==> src/rtl/fft_input_reorder.sv <==
// fft_input_reorder: buffers an 8-sample real frame in time order and replays it
// as bit-reversed operand pairs (with the trivial W8^0 twiddle) for the first DIT stage.
module fft_input_reorder #(
    parameter int width = 9
) (
    input  logic             clk,
    input  logic             rst,
    input  logic             in_valid,
    output logic             in_ready,
    input  logic [width-1:0] in_data,
    output logic             out_valid,
    input  logic             out_ready,
    output logic [width-1:0] in1,
    output logic [width-1:0] in2,
    output logic [width-1:0] wr,
    output logic [width-1:0] wi,
    output logic [1:0]       pair_idx,
    output logic             frame_last
);

    typedef enum logic [0:0] {
        LOAD = 1'b0,
        EMIT = 1'b1
    } state_t;

    localparam logic [width-1:0] twiddle_one = {{(width-1){1'b0}}, 1'b1};
    localparam logic [width-1:0] zero_word   = {width{1'b0}};

    function automatic logic [2:0] bitrev3(input logic [2:0] a);
        return {a[0], a[1], a[2]};
    endfunction

    state_t           state_r;
    logic [2:0]       wcnt_r;
    logic [width-1:0] sample_buf_r [8];

    logic             accept_s;
    logic [1:0]       next_k_s;
    logic [width-1:0] upper_s;
    logic [width-1:0] lower_s;

    // Operands of the pair to load next: pair 0 when leaving LOAD, k+1 while emitting.
    always_comb begin
        accept_s = 1'b0;
        next_k_s = 2'd0;
        if (state_r == LOAD) begin
            accept_s = in_valid && in_ready;
            next_k_s = 2'd0;
        end else begin
            accept_s = 1'b0;
            next_k_s = pair_idx + 2'd1;
        end
        upper_s = sample_buf_r[bitrev3({next_k_s, 1'b0})];
        lower_s = sample_buf_r[bitrev3({next_k_s, 1'b1})];
    end

    // Sample buffer; contents are never cleared, only overwritten by accepted samples.
    always_ff @(posedge clk) begin
        if (accept_s && !rst) begin
            sample_buf_r[wcnt_r] <= in_data;
        end
    end

    // Frame sequencer with registered handshake and operand outputs.
    always_ff @(posedge clk) begin
        if (rst) begin
            state_r    <= LOAD;
            wcnt_r     <= 3'd0;
            in_ready   <= 1'b1;
            out_valid  <= 1'b0;
            in1        <= zero_word;
            in2        <= zero_word;
            wr         <= zero_word;
            wi         <= zero_word;
            pair_idx   <= 2'd0;
            frame_last <= 1'b0;
        end else begin
            case (state_r)
                LOAD: begin
                    if (accept_s) begin
                        wcnt_r <= wcnt_r + 3'd1;
                        // Pair 0 uses x0/x4 only, so it can load on the same edge as x7.
                        if (wcnt_r == 3'd7) begin
                            state_r    <= EMIT;
                            in_ready   <= 1'b0;
                            out_valid  <= 1'b1;
                            in1        <= upper_s;
                            in2        <= lower_s;
                            wr         <= twiddle_one;
                            wi         <= zero_word;
                            pair_idx   <= next_k_s;
                            frame_last <= 1'b0;
                        end
                    end
                end
                EMIT: begin
                    if (out_ready) begin
                        if (pair_idx == 2'd3) begin
                            state_r   <= LOAD;
                            in_ready  <= 1'b1;
                            out_valid <= 1'b0;
                        end else begin
                            in1        <= upper_s;
                            in2        <= lower_s;
                            wr         <= twiddle_one;
                            wi         <= zero_word;
                            pair_idx   <= next_k_s;
                            frame_last <= (next_k_s == 2'd3);
                        end
                    end
                end
                default: begin
                    state_r   <= LOAD;
                    wcnt_r    <= 3'd0;
                    in_ready  <= 1'b1;
                    out_valid <= 1'b0;
                end
            endcase
        end
    end

endmodule

==> config.mk <==
export PLATFORM = sky130hd
export DESIGN_NAME = fft_input_reorder
export DESIGN_NICKNAME = d
export VERILOG_FILES = /design/src/rtl/fft_input_reorder.sv
export SDC_FILE = /design/constraint.sdc
export NUM_CORES = 1
export LEC_CHECK = 0
export ABC_AREA = 1
export CAP_MARGIN = 30
export CELL_PAD_IN_SITES_DETAIL_PLACEMENT = 1
export CELL_PAD_IN_SITES_GLOBAL_PLACEMENT = 2
export CORE_ASPECT_RATIO = 1.5
export CORE_UTILIZATION = 30
export DETAILED_ROUTE_END_ITERATION = 10
export DONT_BUFFER_PORTS = 1
export GPL_ROUTABILITY_DRIVEN = 0
export GPL_TIMING_DRIVEN = 0
export PLACE_DENSITY_LB_ADDON = 0.1
export SETUP_SLACK_MARGIN = 0.15
export SLEW_MARGIN = 10
export SYNTH_ARGS = -nofsm -noshare
export SYNTH_HDL_FRONTEND = slang
export SYNTH_SLANG_ARGS = --single-unit
export TNS_END_PERCENT = 10
==> constraint.sdc <==
create_clock -name clk -period 2.5 [get_ports clk]
set_input_delay 0.375 -clock clk [delete_from_list [all_inputs] [get_ports clk]]
set_output_delay 0.375 -clock clk [all_outputs]
set_load 0.05 [all_outputs]
# Yosys cells after proc, flatten, opt, wreduce, memory -nomap -nowiden

Memories as Yosys holds them, arrays and structs flattened.
Cells that the tools add are included.

Memories kept: 1
Output and inout bits: 41
Flip-flop bits (word level): 45
Input bits: 13
Bits in writable memories: 72
Logic and storage cells: 75

Bitwise operators: 1
Muxes and demuxes: 47
Equal/unequal tests: 8
Add/subtract/negate cells: 2
Reduce and logical (&&, ||, !) cells: 6

Memory list:

| memory       | words | width | rd ports | clocked after Yosys merged registers in | wr ports | RTL line | RTL |
|---|---|---|---|---|---|---|---|
| sample_buf_r | 8     | 9     | 2        | 0                                       | 1        | 35       | `logic [width-1:0] sample_buf_r [8];` |

Operators with widths:

| operator                                               | number |
|---|---|
| two-way mux 9 bit                                      | 16 |
| one-hot mux 9 bit (2 select lines)                     | 4 |
| two-way mux 1 bit                                      | 17 |
| two-way mux 2 bit                                      | 5 |
| one-hot mux 1 bit (2 select lines)                     | 4 |
| AND reduction 4 bit                                    | 2 |
| inequality test 2 bit (second input constant)          | 3 |
| equality test 2 bit (second input constant)            | 2 |
| inequality test 2 x 1 -> 1 bit (second input constant) | 2 |
| one-hot mux 2 bit (2 select lines)                     | 1 |
| adder 3 x 1 -> 3 bit (second input constant)           | 1 |
| equality test 3 bit (second input constant)            | 1 |
| adder 2 x 1 -> 2 bit (second input constant)           | 1 |
| logical AND 1 bit                                      | 2 |
| AND reduction 2 bit                                    | 1 |
| zero test 1 bit                                        | 1 |
| NOT 1 bit                                              | 1 |

# Depth between registers and ports, before layout

Depth after elaboration: 6
Gate-level depth with buffers: 9
Gate-level depth less buffers: 8

# Least setup slack after synthesis

Ideal clock, no wire load.

Kind: register to register
From: register in_ready
To: memory sample_buf_r[6][0], enable pin
Cell stages (with the launch flop): 5
Setup time: 399 ps
Buffers on the path: 0
Clock period less this slack: 2404 ps
Data arrival time: 2005 ps
Setup slack: 96 ps
Required time: 2101 ps
Path through: dfxtp_1 > nand2_1 > nor2_1 > nand2_1 > nor4_1

Word-level cells in the longest chain between the ends: 5

RTL lines:

| item                                    | RTL line | RTL |
|---|---|---|
| start: declaration                      | 9        | `output logic in_ready,` |
| start signal: assignment                | 69       | `in_ready <= 1'b1;` |
| start signal: assignment                | 85       | `in_ready <= 1'b0;` |
| start signal: assignment                | 100      | `in_ready <= 1'b1;` |
| logical AND 1 bit                       | 47       | `accept_s = in_valid && in_ready;` |
| two-way mux 1 bit                       | 46       | `if (state_r == LOAD) begin` |
| logical AND 1 bit                       | 59       | `if (accept_s && !rst) begin` |
| two-way mux 1 bit                       | 59       |  |
| two-way mux 1 bit (implied by the code) | 60       | `sample_buf_r[wcnt_r] <= in_data;` |
| end: declaration                        | 35       |  |

No other way between the ends.

# Worst setup path after layout

From: register pair_idx[0]
To: register in2[1]

Word-level cells in the longest chain between the ends: 6
Elaborated cells between the ends (all ways): 11
Classes of those cells: add/sub: 1; eq/ne: 2; mux: 6; reduce/logical: 1; memory: 1

RTL lines:

| item                                 | RTL line | RTL |
|---|---|---|
| start: declaration                   | 17       | `output logic [1:0] pair_idx,` |
| start signal: assignment             | 91       | `pair_idx <= next_k_s;` |
| start signal: assignment             | 107      | `pair_idx <= next_k_s;` |
| adder 2 x 1 -> 2 bit                 | 51       | `next_k_s = pair_idx + 2'd1;` |
| two-way mux 2 bit                    | 46       |  |
| memory read (8 x 9 bit)              | --       |  |
| two-way mux 9 bit (on tied branches) | 98, 83   |  |
| two-way mux 9 bit (on tied branches) | 97, 80   |  |
| one-hot mux 9 bit (2 select lines)   | 78       | `case (state_r)` |
| end signal: assignment               | 72       | `in2 <= zero_word;` |
| end signal: assignment               | 88       | `in2 <= lower_s;` |
| end signal: assignment               | 104      | `in2 <= lower_s;` |
| end: declaration                     | 14       | `output logic [width-1:0] in2,` |

Parallel ways exist; a longest one is shown, timed or not. The select of a mux whose other input is x is not followed.
A chain may end at the register's enable or synchronous reset.

==> results.py <==
metrics = {
    "grt": {
        "grt_antenna_before_repair": 0,
        "grt_pass1_vias": 3050,
        "gr-usage-all-layers_pct": 16.0,
        "globalRouteOverflowTotal": 0,
        "grt_max_degree": 17,
        "grt_pass1_wl_um": 17400,
    },
    "detailed_routing": {
        "vias_per_cell": 4.18,
        "drc": 0,
        "wl_per_cell_um": 15.5,
        "vias": 3033,
        "postRouteAntennaNets": 0,
        "drt_iter0_drc": 133,
        "dr.pass1.iters": 4,
        "wl_um": 11200,
    },
    "synth": {
        "yosys_warnings": 0,
        "yosysUniqueCellTypes": 20,
        "ys_seq_elements": 100,
        "syn-cell-area_mm2": 0.00444,
        "synth_cells": 489,
        "postSynthAreaPerCell_um2": 9.08,
        "seq_area_frac_synth_pct": 61.3,
    },
    "power": {
        "p_clk_share_pct": 41.2,
        "p_switching_uw": 785,
        "switching_share_pct": 23.0,
        "internal_power_uw": 2630,
        "pwr-share-comb_pct": 5.2,
        "p_seq_share_pct": 53.6,
        "peakVddDrop_mv": 0.289,
        "cellPowerDensity_mw_per_mm2": 660,
        "power_leakage_uw": 0.00238,
    },
    "layout": {
        "final_nets": 540,
        "fillers": 1722,
        "drive_gt1_share_pct": 13.6,
        "num_antenna_cells": 0,
        "synthToLayoutAreaGrowth_pct": 16.5,
    },
    "setup_path": {
        "end_kind": "flip-flop",
        "critical_path_peak_fanout": 10,
        "start_kind": "flip-flop",
        "critPathArrivalTime_ns": 2.44,
        "crit_type": "flip-flop to flip-flop",
        "rrSetupSlack_ns": 0.30,
        "cp_data_required_time_ns": 2.74,
    },
    "clock_tree": {
        "cts_max_path_buffers": 2,
        "clockRootBuffer": "clkbuf_16",
        "clk_pin_slew_ns": 0.07,
        "clk-insertion-delay-late_ns": 0.35,
        "htreeDepth": 3,
        "holdBufCountCts": 0,
        "cts_tree": "built",
        "cts.sinks": 100,
        "numCtsBuffers": 9,
    },
    "run_status": {
        "status": "finished clean",
    },
    "sta": {
        "fin_crit_ns": 2.20,
        "finClkSkew_ns": 0.00926,
        "worst-slew-pin-transition_ns": 0.896,
        "rsz0062_at_grt": "no",
        "max_freq_ghz": 0.455,
        "setup_viol": 0,
        "slew_violations": 0,
        "relSlewSlack_pct": 40.1,
        "tns_ns": 0,
        "fin_crit_sh_pct": 87.9,
        "hold_ws_ns": 0.116,
        "final_hold_viol_count": 0,
    },
    "die": {
        "core_area_mm2": 0.0145,
        "rows": 54,
        "die_h_um": 151,
        "io-pin-count": 54,
        "die_area_mm2": 0.0153,
        "die_x_um": 101,
        "initial_core_util_pct": 30.6,
    },
    "min_path": {
        "min_path_type": "primary input to flip-flop",
    },
    "placement": {
        "hpwl_um": 8060,
        "io_buffer_count": 0,
    },
    "job": {
        "cap_violations": 0,
    },
}
registers in the layout, indices dropped and copies added (netlist names):
name / cells
in_ready: 1
in2: 9
state_r: 1
out_valid: 1
wr: 1
frame_last: 1
pair_idx: 2
in1: 9
wcnt_r: 3
sample_buf_r: 72
Yosys cell counts:
| cell | instances | share of area, % |
|---|---|---|
| o21ai_0 | 4 | 0.45 |
| buf_2 | 10 | 1.1 |
| edfxtp_1 | 72 | 49 |
| nor4_1 | 2 | 0.28 |
| ha_1 | 3 | 0.85 |
| nand2_4 | 1 | 0.25 |
| nor2_2 | 1 | 0.14 |
| conb_1 | 1 | 0.084 |
| nor2_1 | 39 | 3.3 |
| nand2_1 | 125 | 11 |
| nor3_1 | 5 | 0.56 |
| a21oi_1 | 9 | 1.0 |
| inv_2 | 1 | 0.084 |
| nand3_1 | 58 | 6.5 |
| inv_1 | 101 | 8.5 |
| buf_6 | 2 | 0.51 |
| nand2_2 | 2 | 0.28 |
| clkbuf_1 | 1 | 0.084 |
| buf_4 | 24 | 4.1 |
| dfxtp_1 | 28 | 13 |
repair_timing:
item	CTS	global route
endpoints found under the setup margin	17	23
setup buffers	1	0
pin swaps	1	0
resized for setup	0	2
cell usage in the layout, fill, tap and decap left out, drive strengths merged:
cell,count
o21ai,4
clkinvlp,1
a21oi,9
clkbuf,11
nor4,2
inv,102
ha,3
buf,44
nand2,128
nor3,5
nor2,40
dfxtp,28
bufinv,1
edfxtp,72
clkinv,4
nand3,58
conb,17
power groups by stage:
stage	combinational, uW	sequential [uW]	clock, uW
floorplan	140	1860	0
CTS	178	1830	1440
global placement	164	1860	0
finish	179	1830	1410
detailed placement	177	1870	0
global route	196	1830	1510
layout make-up:
| type | instances | area, um^2 | share of cell area [%] |
|---|---|---|---|
| Sequential cell | 100 | 2720 | 52.7 |
| Tap cell | 196 | 245 | 4.74 |
| Inverter | 102 | 383 | 7.40 |
| Clock inverter | 6 | 65.1 | 1.26 |
| Multi-Input combinational cell | 266 | 1190 | 23.1 |
| Clock buffer | 10 | 229 | 4.43 |
| Timing Repair Buffer | 8 | 75.1 | 1.45 |
| Buffer | 37 | 256 | 4.96 |
logic make-up after synthesis:
| family | count (synthesis) | synth area share, % |
|---|---|---|
| buffers and inverters | 139 | 14.4 |
| AND/OR/NAND/NOR | 233 | 21.9 |
| adder cells (fa/ha/maj) | 3 | 0.845 |
| AO/OA/AOI/OAI | 13 | 1.46 |
| other | 1 | 0.0844 |
| flip-flops | 100 | 61.3 |
worst max-delay path, cell delays in order, from the launching register on:
cell and delay, ns:
dfxtp_1 0.74, ha_1 0.35, buf_4 0.20, nand2_4 0.15, buf_4 0.21, nand2_1 0.06
nand3_1 0.09, nand2_1 0.11, nor2_1 0.12, nor2_1 0.05
worst paths after layout:
path,end,start,depth (start not counted)
worst max-delay path,in2[1]$_SDFFE_PP0P_,pair_idx[0]$_SDFFE_PP0P_,9
worst min register to register,in1[3]$_SDFFE_PP0P_,sample_buf_r[3][3]$_DFFE_PP_,6
worst max register to register,in2[1]$_SDFFE_PP0P_,pair_idx[0]$_SDFFE_PP0P_,9
worst min-delay path,sample_buf_r[4][3]$_DFFE_PP_,in_data[3],0
through the flow:
stage | total power, uW | instance area, um^2 | utilization, % | instances | setup WS [ns]
floorplan | 2000 | 4510 | - | 505 | 0.130
global placement | 2030 | 4750 | 32.7 | 701 | -1.10
detailed placement | 2040 | 4850 | 33.4 | 708 | 0.102
CTS | 3450 | 5160 | 35.5 | 725 | 0.105
global route | 3540 | 5170 | 35.6 | 725 | 0.156
finish | 3410 | 5170 | 35.6 | 725 | 0.303
per-layer routing:
| metal | up-vias | global-route usage [%] | share of wire (%) |
|---|---|---|---|
| met5 | - | 0 | 0 |
| met4 | 0 | 7.03 | 1.7 |
| met3 | 10 | 2.72 | 3.5 |
| met2 | 52 | 27.7 | 51 |
| met1 | 1421 | 19.5 | 43 |
| li1 | 1550 | - | - |
Note: power is estimated with default switching activity, not from simulation.
